File: config.mk
export PLATFORM = sky130hd
export DESIGN_NAME = engine_param_rx
export DESIGN_NICKNAME = d
export VERILOG_FILES = /design/src/rtl/engine_param_rx_pkg.sv /design/src/rtl/engine_param_rx_param_byte_reg.sv /design/src/rtl/engine_param_rx.sv
export SDC_FILE = /design/constraint.sdc
export NUM_CORES = 1
export LEC_CHECK = 0
export CAP_MARGIN = 20
export CORE_MARGIN = 3
export CORE_UTILIZATION = 45
export CTS_CLUSTER_SIZE = 25
export DETAILED_ROUTE_END_ITERATION = 10
export PLACE_DENSITY = 0.76
export SYNTH_ARGS = -nofsm -noshare
export SYNTH_HDL_FRONTEND = slang
export SYNTH_HIERARCHICAL = 1
export SYNTH_SLANG_ARGS = --single-unit
File: constraint.sdc
create_clock -name clk -period 2.3 [get_ports clk]
set_input_delay 0.23 -clock clk [delete_from_list [all_inputs] [get_ports clk]]
set_output_delay 0.23 -clock clk [all_outputs]
set_load 0.05 [all_outputs]
File: src/rtl/engine_param_rx_pkg.sv
// Graphics engine common definitions shared by the command broadcast endpoints.
package engine_param_rx_pkg;

  // Width of the shared command broadcast data bus
  localparam int unsigned BCAST_W = 8;

  // Engine indices on the broadcast bus; 2..4 are reserved for future engines
  localparam int unsigned TEST_PAT  = 0;
  localparam int unsigned FILL_RECT = 1;

  // Receiver states
  typedef enum logic [1:0] {
    IDLE    = 2'd0,
    COLLECT = 2'd1,
    HOLD    = 2'd2
  } rx_state_e;

  // Parameter packet length in bytes for each engine
  function automatic int unsigned engine_num_bytes(input int unsigned eng);
    case (eng)
      TEST_PAT:  return 1;  // pattern select
      FILL_RECT: return 9;  // x0,y0,x1,y1 (16 bit each) + color (8 bit)
      default:   return 1;
    endcase
  endfunction

endpackage

File: src/rtl/engine_param_rx_param_byte_reg.sv
// Parameter word storage: NUM_BYTES bytes, one indexed byte write per cycle.
module param_byte_reg
  import engine_param_rx_pkg::*;
#(
  parameter int unsigned NUM_BYTES = 9,
  parameter int unsigned IDX_W     = 4
) (
  input  logic                         clk,
  input  logic                         rst,
  input  logic                         wr_en,
  input  logic [IDX_W-1:0]             wr_idx,
  input  logic [BCAST_W-1:0]           wr_data,
  output logic [NUM_BYTES*BCAST_W-1:0] data
);

  logic [NUM_BYTES-1:0][BCAST_W-1:0] mem;

  // Byte-indexed write; contents persist until overwritten or reset
  always_ff @(posedge clk or posedge rst) begin
    if (rst) begin
      mem <= '0;
    end else if (wr_en) begin
      mem[wr_idx] <= wr_data;
    end
  end

  assign data = mem;

endmodule

File: src/rtl/engine_param_rx.sv
// Engine-side receiver for the command broadcast bus: qualifies broadcast bytes
// with this engine's rts, assembles NUM_BYTES of them into one parameter word and
// holds it for the engine core under a valid/ack handshake.
// Optional feature: define PARAM_RX_TIMEOUT_EN to drop partial packets after
// TIMEOUT_CYCLES idle cycles (pulsing timeout_err); otherwise COLLECT waits forever.
module engine_param_rx
  import engine_param_rx_pkg::*;
#(
  parameter int unsigned NUM_BYTES      = engine_num_bytes(FILL_RECT),
  parameter int unsigned TIMEOUT_CYCLES = 1024
) (
  input  logic                           clk,
  input  logic                           rst,
  input  logic [BCAST_W-1:0]             bcast_in_data,
  input  logic                           cmd_in_rts,
  output logic                           cmd_out_rtr,
  input  logic                           flush,
  output logic [NUM_BYTES*BCAST_W-1:0]   param_data,
  output logic                           param_valid,
  input  logic                           param_ack,
  output logic [$clog2(NUM_BYTES+1)-1:0] byte_cnt,
  output logic                           timeout_err
);

  localparam int unsigned CNT_W = $clog2(NUM_BYTES + 1);
  localparam int unsigned IDX_W = (NUM_BYTES > 1) ? $clog2(NUM_BYTES) : 1;

  // Elaboration guard on the legal parameter ranges
  if (NUM_BYTES < 1 || NUM_BYTES > 32 || TIMEOUT_CYCLES < 2) begin : g_bad_param
    $error("engine_param_rx: parameter out of legal range");
  end

  rx_state_e        state_q;
  rx_state_e        state_d;
  logic             xfc;
  logic             last_byte;
  logic             wr_en;
  logic             timeout;
  logic             rtr_d;
  logic             valid_d;
  logic [CNT_W-1:0] cnt_d;

  // rtr is a flop, so the transfer qualifier never loops back through cmd_in_rts
  assign xfc       = cmd_in_rts && cmd_out_rtr;
  assign last_byte = (byte_cnt == CNT_W'(NUM_BYTES - 1));
  assign wr_en     = xfc && !flush;

`ifdef PARAM_RX_TIMEOUT_EN
  localparam int unsigned GAP_W = $clog2(TIMEOUT_CYCLES + 1);

  logic [GAP_W-1:0] gap_q;

  // Idle-gap counter: runs only in COLLECT between transfers
  always_ff @(posedge clk or posedge rst) begin
    if (rst) begin
      gap_q <= '0;
    end else if ((state_q != COLLECT) || xfc || flush) begin
      gap_q <= '0;
    end else begin
      gap_q <= gap_q + GAP_W'(1);
    end
  end

  assign timeout = (state_q == COLLECT) && !xfc && !flush &&
                   (gap_q == GAP_W'(TIMEOUT_CYCLES - 1));
`else
  assign timeout = 1'b0;
`endif

  // State register and registered outputs
  always_ff @(posedge clk or posedge rst) begin
    if (rst) begin
      state_q     <= IDLE;
      cmd_out_rtr <= 1'b1;
      param_valid <= 1'b0;
      byte_cnt    <= '0;
      timeout_err <= 1'b0;
    end else begin
      state_q     <= state_d;
      cmd_out_rtr <= rtr_d;
      param_valid <= valid_d;
      byte_cnt    <= cnt_d;
      timeout_err <= timeout;
    end
  end

  // Next-state logic; flush overrides transfers and acks
  always_comb begin
    state_d = state_q;
    case (state_q)
      IDLE, COLLECT: begin
        if (xfc) begin
          state_d = last_byte ? HOLD : COLLECT;
        end else if (timeout) begin
          state_d = IDLE;
        end
      end
      HOLD: begin
        if (param_ack) begin
          state_d = IDLE;
        end
      end
      default: state_d = IDLE;
    endcase
    if (flush) begin
      state_d = IDLE;
    end
  end

  // Next values of the registered outputs, derived from the next state
  always_comb begin
    rtr_d   = (state_d != HOLD);
    valid_d = (state_d == HOLD);
    cnt_d   = byte_cnt;
    if (state_d == IDLE) begin
      cnt_d = '0;
    end else if (xfc) begin
      cnt_d = byte_cnt + CNT_W'(1);
    end
  end

  param_byte_reg #(
    .NUM_BYTES (NUM_BYTES),
    .IDX_W     (IDX_W)
  ) u_byte_reg (
    .clk     (clk),
    .rst     (rst),
    .wr_en   (wr_en),
    .wr_idx  (IDX_W'(byte_cnt)),
    .wr_data (bcast_in_data),
    .data    (param_data)
  );

endmodule

Word-level counts from Yosys, hierarchy flattened
Cells that the tools add are included.
W data, S select, Z words.
{"block": "totals", "output_inout_bits": 79, "elab_cells": 39, "inputBits": 13, "regBits": 80}
{"block": "classes", "n_lt_le_gt_ge": 2, "addsub": 1, "muxes": 10, "eq_ne": 5, "reduce_logical": 8}
{"cell": "$bwmux W72", "n": 1}
{"cell": "$demux W8 S4", "n": 1}
{"cell": "$mux W2", "n": 4}
{"cell": "$mux W4", "n": 2}
{"cell": "$mux W8", "n": 1}
{"cell": "$lt A4 B5 Y1 const B", "n": 1}
{"cell": "$add A4 B1 Y4 const B", "n": 1}
{"cell": "$eq A2 B2 Y1 const B", "n": 2}
{"cell": "$eq A4 B4 Y1 const B", "n": 1}
{"cell": "$ge A4 B1 Y1 const B", "n": 1}
{"cell": "$logic_not A2 Y1", "n": 2}
{"cell": "$pmux W2 S2", "n": 1}
{"cell": "$logic_and A1 B1 Y1", "n": 3}
{"cell": "$eq A2 B1 Y1 const B", "n": 1}
{"cell": "$ne A2 B2 Y1 const B", "n": 1}
{"cell": "$reduce_bool A2 Y1", "n": 1}
{"cell": "$reduce_or A2 Y1", "n": 1}
{"cell": "$logic_not A1 Y1", "n": 1}

Longest topological paths before layout
{"block": "logic_depth", "ltp_word": 7, "mapped_depth": 6, "depth_no_buf": 5}

By module
The synthesis kept the hierarchy.
{"mod": "param_byte_reg", "n_inst": 1, "cells_each": 162, "area_per_inst_um2": 2802.7}
{"mod": "engine_param_rx", "n_inst": 1, "cells_each": 41, "area_per_inst_um2": 415.4}

Worst setup path after synthesis
Ideal clock, no wire load.
{"block": "synth_path", "kind": "register to register", "from": "reg cmd_out_rtr", "to": "reg u_byte_reg.mem, in the netlist u_byte_reg/data[24]", "path_stages_with_launch": 7, "path_slack_ns": 0.119, "t_arrival_ns": 2.057, "required_time_ns": 2.175, "synth_period_minus_slack_ns": 2.181, "path_cell_list": "dfstp_2 -> nand2_2 -> nor2_1 -> nor3b_2 -> and3_1 -> buf_4 -> mux2_2"}
{"block": "synth_via", "elab_chain_len": 2}
{"element": "start, declared", "line_no": "engine_param_rx.sv:16", "source": "output logic cmd_out_rtr,"}
{"element": "start signal, assigned", "line_no": "engine_param_rx.sv:80", "source": "cmd_out_rtr <= rtr_d;"}
{"element": "$logic_and A1 B1 Y1", "line_no": "engine_param_rx.sv:44", "source": "assign xfc = cmd_in_rts && cmd_out_rtr;"}
{"element": "$logic_and A1 B1 Y1", "line_no": "engine_param_rx.sv:46", "source": "assign wr_en = xfc && !flush;"}
{"element": "net wr_en", "line_no": "engine_param_rx.sv:37", "source": "logic wr_en;"}
{"element": "end signal, assigned by index", "line_no": "engine_param_rx_param_byte_reg.sv:23", "source": "mem[wr_idx] <= wr_data;"}
{"element": "end, declared", "line_no": "engine_param_rx_param_byte_reg.sv:16", "source": "logic [NUM_BYTES-1:0][BCAST_W-1:0] mem;"}
The timed path passes the listed nets, and every way through them passes these cells.
A chain may end at the register's enable or synchronous reset.

Worst setup path after layout
{"block": "layout_path", "from": "reg byte_cnt[1]", "to": "out byte_cnt[1]"}
{"element": "start, declared", "line_no": "engine_param_rx.sv:21", "source": "output logic [$clog2(NUM_BYTES+1)-1:0] byte_cnt,"}
{"element": "start signal, assigned", "line_no": "engine_param_rx.sv:82", "source": "byte_cnt <= cnt_d;"}
No word-level cell between the ends.

==> results.txt <==
status: completed
Post-CTS Setup Inserts: 0
Worst Skew: 0.0114 ns
Worst Path Required: 2.07 ns
slowest CP cell: clkdlybuf4s50_1
Die X: 90.6 um
Crit path max-delay family: buffers and inverters
via count: 2031
clock sink count: 80
router iterations before antenna repair: 4
residual DRC count: 0
FFs w/ async S/R, synth: 100%
Internal: 2560 uW
r2r setup slk: 0.28 ns
nets: 323
Yosys reg bits: 80
number of synthesized flops with an enable pin: 0
commonest non-fill, non-tap cell in the layout: clkdlybuf4s50_1
chain of cells forming the critical path: clkdlybuf4s50_1
Die Ht: 90.6 um
Worst Path Arrival: 1.86 ns
Tmin final: 2.09 ns
synth warn: 6
Reg2Reg Depth: 6
Initial Utilization: 46.8%
Area contributors post-synth: dfrtp_1, mux2_2, mux2_4
Critical R2R Capture: u_byte_reg/data[16]
GR Util All Layers: 17.9%
port bufs: 90
Net Sw Frac: 31.2%
CP startpoint kind: register
Final Hold Fails: 0
clock share of power: 33.4%
DR vias/cell: 4.97
Gate power share: 23.8%
Finish-stage setup viols: 0
post-route insts no fill: 409
DRT iter0 DRCs: 60
Final Wtd Congestion: 0.782
Filler cells: 533
area of the core: 6870 sq um
mapped cell area: 3220 sq um
# diodes: 0
number of max-cap violations: 0
Synth cell types: 34
CP peak stage delay: 0.90 ns
largest net degree at the start of global routing: 53
synthesized area per cell: 15.9 sq um
Max VDD drop: 0.000517 V
post-DP HPWL: 4910 um
slew margin rel.: 63.1%
top-level I/O count: 92
fmax: 478 MHz
Worst-Margin Slew: 0.552 ns
root buffer cell: clkbuf_8
global-route wire length before repair: 11500 um
final setup TNS: 0 ns
Worst setup EP type: primary output
Power per Cell Area: 820 nW/um^2
Main synth FF type: dfrtp_1
Post-Synthesis Net Count: 218
post-synthesis instance total: 203
Core Rows: 30
drt wl/cell: 17.1 um
Worst Hold Class: in2async
vias in the first global route: 2082
commonest cells after routing, fill and taps aside: clkdlybuf4s50_1, dfrtp_1, mux2_2, clkbuf_8
clock slew at reported path FFs: 0.08 ns
Sequential Power Share: 42.8%
clk_lat worst skew: 0.35 ns
RR Startpoint: cmd_out_rtr
ratio of cells with drive above 1 in the final layout: 35.5%
Pleak: 0.00213 uW
Final Max Tran Viols: 0
Psw: 1160 uW
Die ar.: 8200 sq um
largest area contributor in the synthesized netlist: dfrtp_1
# resized after CTS: 0
final worst-path cycle share: 91.0%
critical path class: reg2out
crit-path max FO: 13
CTS tree: yes
Seq/Total Area, Yosys: 62.2%
post-synth top area share: 61.4%
synth-to-layout area growth: 41.3%
total power: 3730 uW
H-tree Lvls: 3
deepest clock path buffer count: 2
initial antenna violation count: 0
Buf/Inv on CP: 1
cts hold-fix bufs: 0
dpl cells: 393
RSZ-0062 raised after global routing: false
total grt overflow: 0
CTS buffer count: 9
Total Wirelength: 7000 um
post-route ant nets: 0
[metrics by stage]
step / cell area (sq um) / utilization, % / setup WS, ns / hold slack [ns]
final: 4550 / 66.2 / 0.207 / 0.183
after global placement: 4300 / 62.6 / 0.147 / 0.487
after global routing: 4550 / 66.2 / 0.117 / 0.208
after CTS: 4550 / 66.2 / 0.170 / 0.179
after detailed placement: 4300 / 62.6 / 0.0721 / 0.493
after floorplan: 3220 / - / 0.119 / 0.0449
[metal layers]
layer	wire length, um	GRT usage (%)	vias to the layer above
met5	0	0	-
met4	80	6.51	0
met3	344	4.92	8
met2	3400	27.7	55
met1	3170	24.4	1039
li1	-	-	929
[area by class of cell]
type | instances | area, sq um | share of cell area [%]
Sequential cell | 80 | 2000 | 44.1
Multi-Input combinational cell | 112 | 1160 | 25.5
Timing Repair Buffer | 100 | 1000 | 22.0
Clock buffer | 10 | 128 | 2.81
Tap cell | 96 | 120 | 2.64
Clock inverter | 6 | 115 | 2.53
Inverter | 5 | 18.8 | 0.413
[cells in the mapped netlist (2+ instances only)]
library cell  number
dfrtp_1           79
mux2_2            64
mux2_4             8
inv_1              5
nor3_1             5
nand2_1            4
buf_4              3
buf_2              2
ha_1               2
nand3_1            2
nand3b_2           2
nor2_1             2
nor3b_4            2
o21ba_2            2
or3_1              2
[power by group through the flow]
stage	clock network, uW	registers, uW	logic, uW
CTS	1270	1600	898
global placement	0	1620	883
finish	1240	1590	889
detailed placement	0	1620	895
floorplan	0	2020	162
global route	1330	1610	922
[kinds of logic after synthesis]
| group | share of synthesized area (%) |
|---|---|
| other cells | 0.117 |
| flops | 62.2 |
| mux | 26.4 |
| buf+inv | 1.71 |
| xor+xnor | 0.544 |
| simple gates | 6.34 |
| fa+ha+maj | 0.777 |
| compound gates | 1.83 |
[sequential cells by signal (all words and copies together), names as in the netlist]
name,cells
cmd_out_rtr,1
byte_cnt,4
param_valid,1
u_byte_reg/data,72
state_q,2
[how the worst max path moves through the flow]
stage                            from  depth (start not counted)             endpoint  slack [ns]
final                     byte_cnt[1]                          1          byte_cnt[1]        0.21
after global routing      byte_cnt[1]                          1          byte_cnt[1]        0.12
after CTS                 byte_cnt[1]                          1          byte_cnt[1]        0.17
after detailed placement   cmd_in_rts                          7  u_byte_reg/data[16]        0.07
after global placement     cmd_in_rts                          7  u_byte_reg/data[17]        0.15
after floorplan           cmd_out_rtr                          6  u_byte_reg/data[24]        0.12
Note: power is estimated with default switching activity, not from simulation.
